$ cat src/rtl/mem_access_unit_pkg.sv
// Shared state encoding and default parameters for the memory access unit.
package mem_access_pkg;

    localparam int DEF_ADDR_W      = 18;
    localparam int DEF_DATA_W      = 32;
    localparam int DEF_MEM_DEPTH   = 256;
    localparam int DEF_WAIT_CYCLES = 1;
    localparam int CNT_W           = 4;

    typedef enum logic [1:0] {
        IDLE   = 2'd0,
        SETUP  = 2'd1,
        STROBE = 2'd2,
        RESP   = 2'd3
    } state_t;

endpackage

$ cat src/rtl/mem_access_unit_if.sv
// CPU request/response channel plus the memory-side bus of the access unit.
interface mem_access_unit_if
    import mem_access_pkg::*;
#(
    parameter int ADDR_W = DEF_ADDR_W,
    parameter int DATA_W = DEF_DATA_W
);

    logic              req_valid;
    logic              req_ready;
    logic              req_write;
    logic              req_byte;
    logic              req_signed;
    logic [ADDR_W-1:0] req_addr;
    logic [DATA_W-1:0] req_wdata;

    logic              resp_valid;
    logic              resp_ready;
    logic [DATA_W-1:0] resp_rdata;
    logic              resp_err;

    logic [ADDR_W-1:0] mem_address;
    logic [DATA_W-1:0] mem_write_data;
    logic              mem_read;
    logic              mem_write;
    logic              mem_byte_operations;
    logic [DATA_W-1:0] mem_read_data;

    // The unit itself is the slave; the CPU and memory model together form the master.
    modport slave (
        input  req_valid, req_write, req_byte, req_signed, req_addr, req_wdata,
        input  resp_ready, mem_read_data,
        output req_ready, resp_valid, resp_rdata, resp_err,
        output mem_address, mem_write_data, mem_read, mem_write, mem_byte_operations
    );

    modport master (
        output req_valid, req_write, req_byte, req_signed, req_addr, req_wdata,
        output resp_ready, mem_read_data,
        input  req_ready, resp_valid, resp_rdata, resp_err,
        input  mem_address, mem_write_data, mem_read, mem_write, mem_byte_operations
    );

endinterface

$ cat src/rtl/mem_access_unit_load_formatter.sv
// Combinational load result shaping: full word, or low byte zero/sign extended.
module load_formatter #(
    parameter int DATA_W = 32
) (
    input  logic [DATA_W-1:0] data,
    input  logic              is_byte,
    input  logic              is_signed,
    output logic [DATA_W-1:0] result
);

    always_comb begin
        if (is_byte) begin
            result = {{(DATA_W-8){is_signed & data[7]}}, data[7:0]};
        end else begin
            result = data;
        end
    end

endmodule

$ cat src/rtl/mem_access_unit.sv
// Single-outstanding CPU-to-memory access unit: setup cycle, timed strobe, held response.
module mem_access_unit
    import mem_access_pkg::*;
#(
    parameter int ADDR_W      = DEF_ADDR_W,
    parameter int DATA_W      = DEF_DATA_W,
    parameter int MEM_DEPTH   = DEF_MEM_DEPTH,
    parameter int WAIT_CYCLES = DEF_WAIT_CYCLES
) (
    input logic              clk,
    input logic              rst_n,
    mem_access_unit_if.slave bus
);

    localparam logic [ADDR_W:0]  DEPTH    = (ADDR_W+1)'(MEM_DEPTH);
    localparam logic [CNT_W-1:0] LAST_CNT = CNT_W'(WAIT_CYCLES - 1);

    state_t            state;
    logic [CNT_W-1:0]  cnt;
    logic              is_write;
    logic              is_byte;
    logic              is_signed;
    logic [ADDR_W-1:0] addr;
    logic [DATA_W-1:0] wdata;
    logic              mem_read;
    logic              mem_write;
    logic              resp_valid;
    logic              resp_err;
    logic [DATA_W-1:0] resp_rdata;
    logic [DATA_W-1:0] load_result;
    logic              out_of_range;

    assign out_of_range = ({1'b0, bus.req_addr} >= DEPTH);

    load_formatter #(.DATA_W(DATA_W)) u_load_formatter (
        .data      (bus.mem_read_data),
        .is_byte   (is_byte),
        .is_signed (is_signed),
        .result    (load_result)
    );

    // resp_valid rises one cycle after entering RESP, so errors answer one cycle after acceptance.
    always_ff @(posedge clk or negedge rst_n) begin
        if (!rst_n) begin
            state      <= IDLE;
            cnt        <= '0;
            is_write   <= 1'b0;
            is_byte    <= 1'b0;
            is_signed  <= 1'b0;
            addr       <= '0;
            wdata      <= '0;
            mem_read   <= 1'b0;
            mem_write  <= 1'b0;
            resp_valid <= 1'b0;
            resp_err   <= 1'b0;
            resp_rdata <= '0;
        end else begin
            case (state)
                IDLE: begin
                    if (bus.req_valid) begin
                        is_write  <= bus.req_write;
                        is_byte   <= bus.req_byte;
                        is_signed <= bus.req_signed;
                        addr      <= bus.req_addr;
                        wdata     <= bus.req_wdata;
                        if (out_of_range) begin
                            state      <= RESP;
                            resp_err   <= 1'b1;
                            resp_rdata <= '0;
                        end else begin
                            state <= SETUP;
                        end
                    end
                end
                SETUP: begin
                    state     <= STROBE;
                    cnt       <= LAST_CNT;
                    mem_read  <= !is_write;
                    mem_write <= is_write;
                end
                STROBE: begin
                    if (cnt == '0) begin
                        state      <= RESP;
                        mem_read   <= 1'b0;
                        mem_write  <= 1'b0;
                        resp_rdata <= is_write ? '0 : load_result;
                    end else begin
                        cnt <= cnt - CNT_W'(1);
                    end
                end
                RESP: begin
                    if (!resp_valid) begin
                        resp_valid <= 1'b1;
                    end else if (bus.resp_ready) begin
                        resp_valid <= 1'b0;
                        resp_err   <= 1'b0;
                        resp_rdata <= '0;
                        state      <= IDLE;
                    end
                end
                default: state <= IDLE;
            endcase
        end
    end

    assign bus.req_ready           = (state == IDLE);
    assign bus.resp_valid          = resp_valid;
    assign bus.resp_err            = resp_err;
    assign bus.resp_rdata          = resp_rdata;
    assign bus.mem_address         = addr;
    assign bus.mem_write_data      = wdata;
    assign bus.mem_byte_operations = is_byte;
    assign bus.mem_read            = mem_read;
    assign bus.mem_write           = mem_write;

endmodule

$ cat src/flat_wrapper.sv
// flat-port wrapper written by rule: the top's interface ports become plain ports
module mem_access_unit_flat import mem_access_pkg::*;
#(
    parameter int ADDR_W      = DEF_ADDR_W,
    parameter int DATA_W      = DEF_DATA_W,
    parameter int MEM_DEPTH   = DEF_MEM_DEPTH,
    parameter int WAIT_CYCLES = DEF_WAIT_CYCLES
)
  (clk, rst_n, bus_req_valid, bus_req_write, bus_req_byte, bus_req_signed, bus_req_addr, bus_req_wdata, bus_resp_ready, bus_mem_read_data, bus_req_ready, bus_resp_valid, bus_resp_rdata, bus_resp_err, bus_mem_address, bus_mem_write_data, bus_mem_read, bus_mem_write, bus_mem_byte_operations);
  mem_access_unit_if #(.ADDR_W(ADDR_W), .DATA_W(DATA_W)) bus_i ();
  input logic clk;
  input logic rst_n;
  input wire logic [$bits(bus_i.req_valid)-1:0] bus_req_valid;
  input wire logic [$bits(bus_i.req_write)-1:0] bus_req_write;
  input wire logic [$bits(bus_i.req_byte)-1:0] bus_req_byte;
  input wire logic [$bits(bus_i.req_signed)-1:0] bus_req_signed;
  input wire logic [$bits(bus_i.req_addr)-1:0] bus_req_addr;
  input wire logic [$bits(bus_i.req_wdata)-1:0] bus_req_wdata;
  input wire logic [$bits(bus_i.resp_ready)-1:0] bus_resp_ready;
  input wire logic [$bits(bus_i.mem_read_data)-1:0] bus_mem_read_data;
  output wire logic [$bits(bus_i.req_ready)-1:0] bus_req_ready;
  output wire logic [$bits(bus_i.resp_valid)-1:0] bus_resp_valid;
  output wire logic [$bits(bus_i.resp_rdata)-1:0] bus_resp_rdata;
  output wire logic [$bits(bus_i.resp_err)-1:0] bus_resp_err;
  output wire logic [$bits(bus_i.mem_address)-1:0] bus_mem_address;
  output wire logic [$bits(bus_i.mem_write_data)-1:0] bus_mem_write_data;
  output wire logic [$bits(bus_i.mem_read)-1:0] bus_mem_read;
  output wire logic [$bits(bus_i.mem_write)-1:0] bus_mem_write;
  output wire logic [$bits(bus_i.mem_byte_operations)-1:0] bus_mem_byte_operations;
  assign bus_i.req_valid = bus_req_valid;
  assign bus_i.req_write = bus_req_write;
  assign bus_i.req_byte = bus_req_byte;
  assign bus_i.req_signed = bus_req_signed;
  assign bus_i.req_addr = bus_req_addr;
  assign bus_i.req_wdata = bus_req_wdata;
  assign bus_i.resp_ready = bus_resp_ready;
  assign bus_i.mem_read_data = bus_mem_read_data;
  assign bus_req_ready = bus_i.req_ready;
  assign bus_resp_valid = bus_i.resp_valid;
  assign bus_resp_rdata = bus_i.resp_rdata;
  assign bus_resp_err = bus_i.resp_err;
  assign bus_mem_address = bus_i.mem_address;
  assign bus_mem_write_data = bus_i.mem_write_data;
  assign bus_mem_read = bus_i.mem_read;
  assign bus_mem_write = bus_i.mem_write;
  assign bus_mem_byte_operations = bus_i.mem_byte_operations;
  mem_access_unit #(.ADDR_W(ADDR_W), .DATA_W(DATA_W), .MEM_DEPTH(MEM_DEPTH), .WAIT_CYCLES(WAIT_CYCLES)) u_core (.clk(clk), .rst_n(rst_n), .bus(bus_i));
endmodule
$ cat config.mk
export PLATFORM = sky130hd
export DESIGN_NAME = mem_access_unit_flat
export DESIGN_NICKNAME = d
export VERILOG_FILES = /design/src/rtl/mem_access_unit_pkg.sv /design/src/rtl/mem_access_unit_if.sv /design/src/rtl/mem_access_unit_load_formatter.sv /design/src/rtl/mem_access_unit.sv /design/src/flat_wrapper.sv
export SDC_FILE = /design/constraint.sdc
export NUM_CORES = 1
export LEC_CHECK = 0
export BUFFER_PORTS_ARGS = -buffer_cell sky130_fd_sc_hd__clkbuf_2
export CAP_MARGIN = 0
export CORE_MARGIN = 2
export CORE_UTILIZATION = 51
export CTS_CLUSTER_DIAMETER = 40
export DETAILED_ROUTE_END_ITERATION = 6
export PLACE_DENSITY = 0.93
export SYNTH_ARGS = -nofsm -noshare
export SYNTH_HDL_FRONTEND = slang
export SYNTH_SLANG_ARGS = --single-unit
$ cat constraint.sdc
create_clock -name clk -period 3.4 [get_ports clk]
set_input_delay 0.68 -clock clk [delete_from_list [all_inputs] [get_ports clk]]
set_output_delay 0.68 -clock clk [all_outputs]
set_load 0.01 [all_outputs]
==> results.cfg <==
[status]
status = complete, no violations

[sta]
drv_slew = 0
fin_worst_hold_slack_ns = 0.433
fin_crit_ns = 2.86
rsz0062_at_grt = no
finalHoldViolCount = 0
finalCritPeriodShare_pct = 84.2
final-setup-viol-count = 0
fin_setup_tns_ns = 0
skew_ns = 0.0153
slew_headroom_pct = 18.9
worstMarginPinSlew_ns = 1.22
fmaxAchievable_ghz = 0.349

[logic_synthesis]
synth_adder_area_share_pct = 1.86
synthMuxAreaShare_pct = 15.5
synth-edff-count = 0
synthDistinctLibCells = 37
synth_compound_area_share_pct = 15.8
netlist_area_um2 = 4050
synthSimpleGateAreaFrac_pct = 4.48
synth_seq_area_share_pct = 58.8
synth_ff_type = dfrtp_1
ys_ff_latch = 95
ys_async_sr_fraction_pct = 100
syn_inst = 320
synth.avg_cell_area_um2 = 12.6
synth_xor_area_share_pct = 0.216
yosys_warnings = 0
synth_top_family_by_area = compound AO/OA/AOI/OAI gates
syn-num-nets = 415

[cts]
clk_pin_slew_ns = 0.10
postCtsSetupRepairBufs = 0
cts_resized = 0
cts_tree = built
postCtsHoldBufs = 0
cts.sinks = 95
cts_buffers = 9
cts_max_level = 3
cts_root_buf = clkbuf_8
cts_buffer_depth = 2
clk_latency_ns = 0.36

[die]
dieArea_um2 = 8660
core_area_um2 = 7690
initial_utilization_pct = 52.6
chipHeight_um = 93.1
ios = 177
row_count = 32
fp.dieW_um = 93.1

[global_routing]
grt_pass1_vias = 3159
grt_pass1_wl_um = 15600
antenna_found_initial = 0
grt_usage_pct = 22.8
gr-total-overflow = 0
grt_max_degree = 69

[placed_design]
gp_congestion = 0.755
port_buffers = 176
dpl.hpwl_um = 7230

[route]
drt_iter0_markers = 144
drc = 0
vias_per_cell = 5.29
drt_first_pass_iters = 5
avgRoutedWirePerCell_um = 16.2
vias = 3171
wl_um = 9730
ant_nets = 0

[flow_run]
cap_violations = 0

[power_and_ir_drop]
peakVddDrop_v = 0.000599
p_leak_nw = 2.58
cellPowerDensity_nw_per_um2 = 923
p_total_w = 0.00477

[layout]
nets = 587
n_fill_cell = 579
drive_gt1_share_pct = 56.5
final_common_cell = clkbuf_2
syn2layout_area_growth_pct = 27.8
antennaDiodeCount = 0
final_cell_mix = clkbuf_2, dfrtp_1, o21ai_0

[worst_setup_path]
setup.worst_path.start = u_core.state[0]
path_class = reg -> reg
crit_required_ns = 3.61
r2r_cells = 6
r2r_start = u_core.state[0]
cp_max_fo = 33
arrival_ns = 3.07
worst_setup_path_start_kind = register
critPathCaptureType = register

[hold_path]
hp-class = in -> async
[power breakdown]
part           total, W  switching [W]  internal, W  leakage, nW
clock network  0.000712       0.000412     0.000300       0.0996
logic           0.00209        0.00119     0.000902         1.29
registers       0.00197       0.000327      0.00164         1.19
[cells by family (layout without fill, tap and decap cells)]
group	count (synthesis)	count (layout)
AO/OA/AOI/OAI	102	102
flip-flops	95	95
multiplexers	56	56
AND/OR/NAND/NOR	34	34
buffers and inverters	26	203
adder cells (fa/ha/maj)	6	6
XOR/XNOR	1	1
[sequential cells by signal (all words and copies together) (netlist names)]
name,flops
u_core.bus.mem_address,18
u_core.is_signed,1
u_core.cnt,4
u_core.bus.resp_rdata,32
u_core.is_write,1
u_core.bus.mem_write_data,32
u_core.bus.resp_err,1
u_core.bus.mem_read,1
u_core.bus.resp_valid,1
u_core.bus.mem_byte_operations,1
u_core.state,2
u_core.bus.mem_write,1
[routing by layer]
layer	GRT usage, %	wire length [um]
met3	6.93	905
met1	29.6	3920
met4	8.58	186
met5	0	0
met2	36.2	4720
[metrics by stage]
step / utilization (%) / cell area [um^2] / setup WS [ns] / cells
CTS: 67.3 / 5170 / 0.524 / 599
floorplan: - / 4050 / 1.60 / 320
finish: 67.3 / 5170 / 0.537 / 599
detailed placement: 64.8 / 4980 / 0.554 / 583
global placement: 64.8 / 4980 / 0.748 / 583
global route: 67.3 / 5170 / 0.214 / 599
[final cells by class]
cell class / instances / area, um^2 / area share, %
Clock buffer: 10 / 138 / 2.66
Clock inverter: 6 / 51.3 / 0.992
Inverter: 6 / 22.5 / 0.436
Multi-Input combinational cell: 199 / 1530 / 29.7
Sequential cell: 95 / 2380 / 46.0
Tap cell: 102 / 128 / 2.47
Timing Repair Buffer: 181 / 921 / 17.8
[Yosys cell counts, types with 2 or more instances]
| library cell | instances | share of area, % |
|---|---|---|
| nor4_1 | 2 | 0.31 |
| nor2_1 | 3 | 0.28 |
| ha_1 | 6 | 1.9 |
| dfrtp_1 | 95 | 59 |
| o21ai_1 | 5 | 0.62 |
| clkbuf_1 | 5 | 0.46 |
| nand2b_1 | 2 | 0.31 |
| clkbuf_2 | 2 | 0.25 |
| o21ai_2 | 25 | 5.4 |
| o21ai_0 | 63 | 7.8 |
| buf_6 | 3 | 0.83 |
| nand3_1 | 2 | 0.25 |
| nand2_1 | 16 | 1.5 |
| buf_2 | 9 | 1.1 |
| inv_1 | 6 | 0.56 |
| mux2i_1 | 3 | 0.74 |
| mux2_2 | 53 | 15 |
[critical path: stages, from the launching register on]
cell and delay (ns):
dfrtp_1 0.41, inv_1 0.11, ha_1 0.26, inv_1 0.14, o2111ai_2 0.98, or2_4 0.63, o21ai_0 0.17
[worst paths after layout]
kind / slack, ns / end
setup / recovery: 0.54 / u_core.bus.resp_rdata[1]
hold / removal: 0.43 / u_core.bus.resp_rdata[3]
setup reg to reg: 0.54 / u_core.bus.resp_rdata[1]
hold reg to reg: 0.51 / u_core.bus.mem_write_data[6]
max in group asynchronous: 2.23 / u_core.bus.mem_write_data[17]
min in group clk: 0.51 / u_core.bus.mem_write_data[6]
Note: power is estimated with default switching activity, not from simulation.
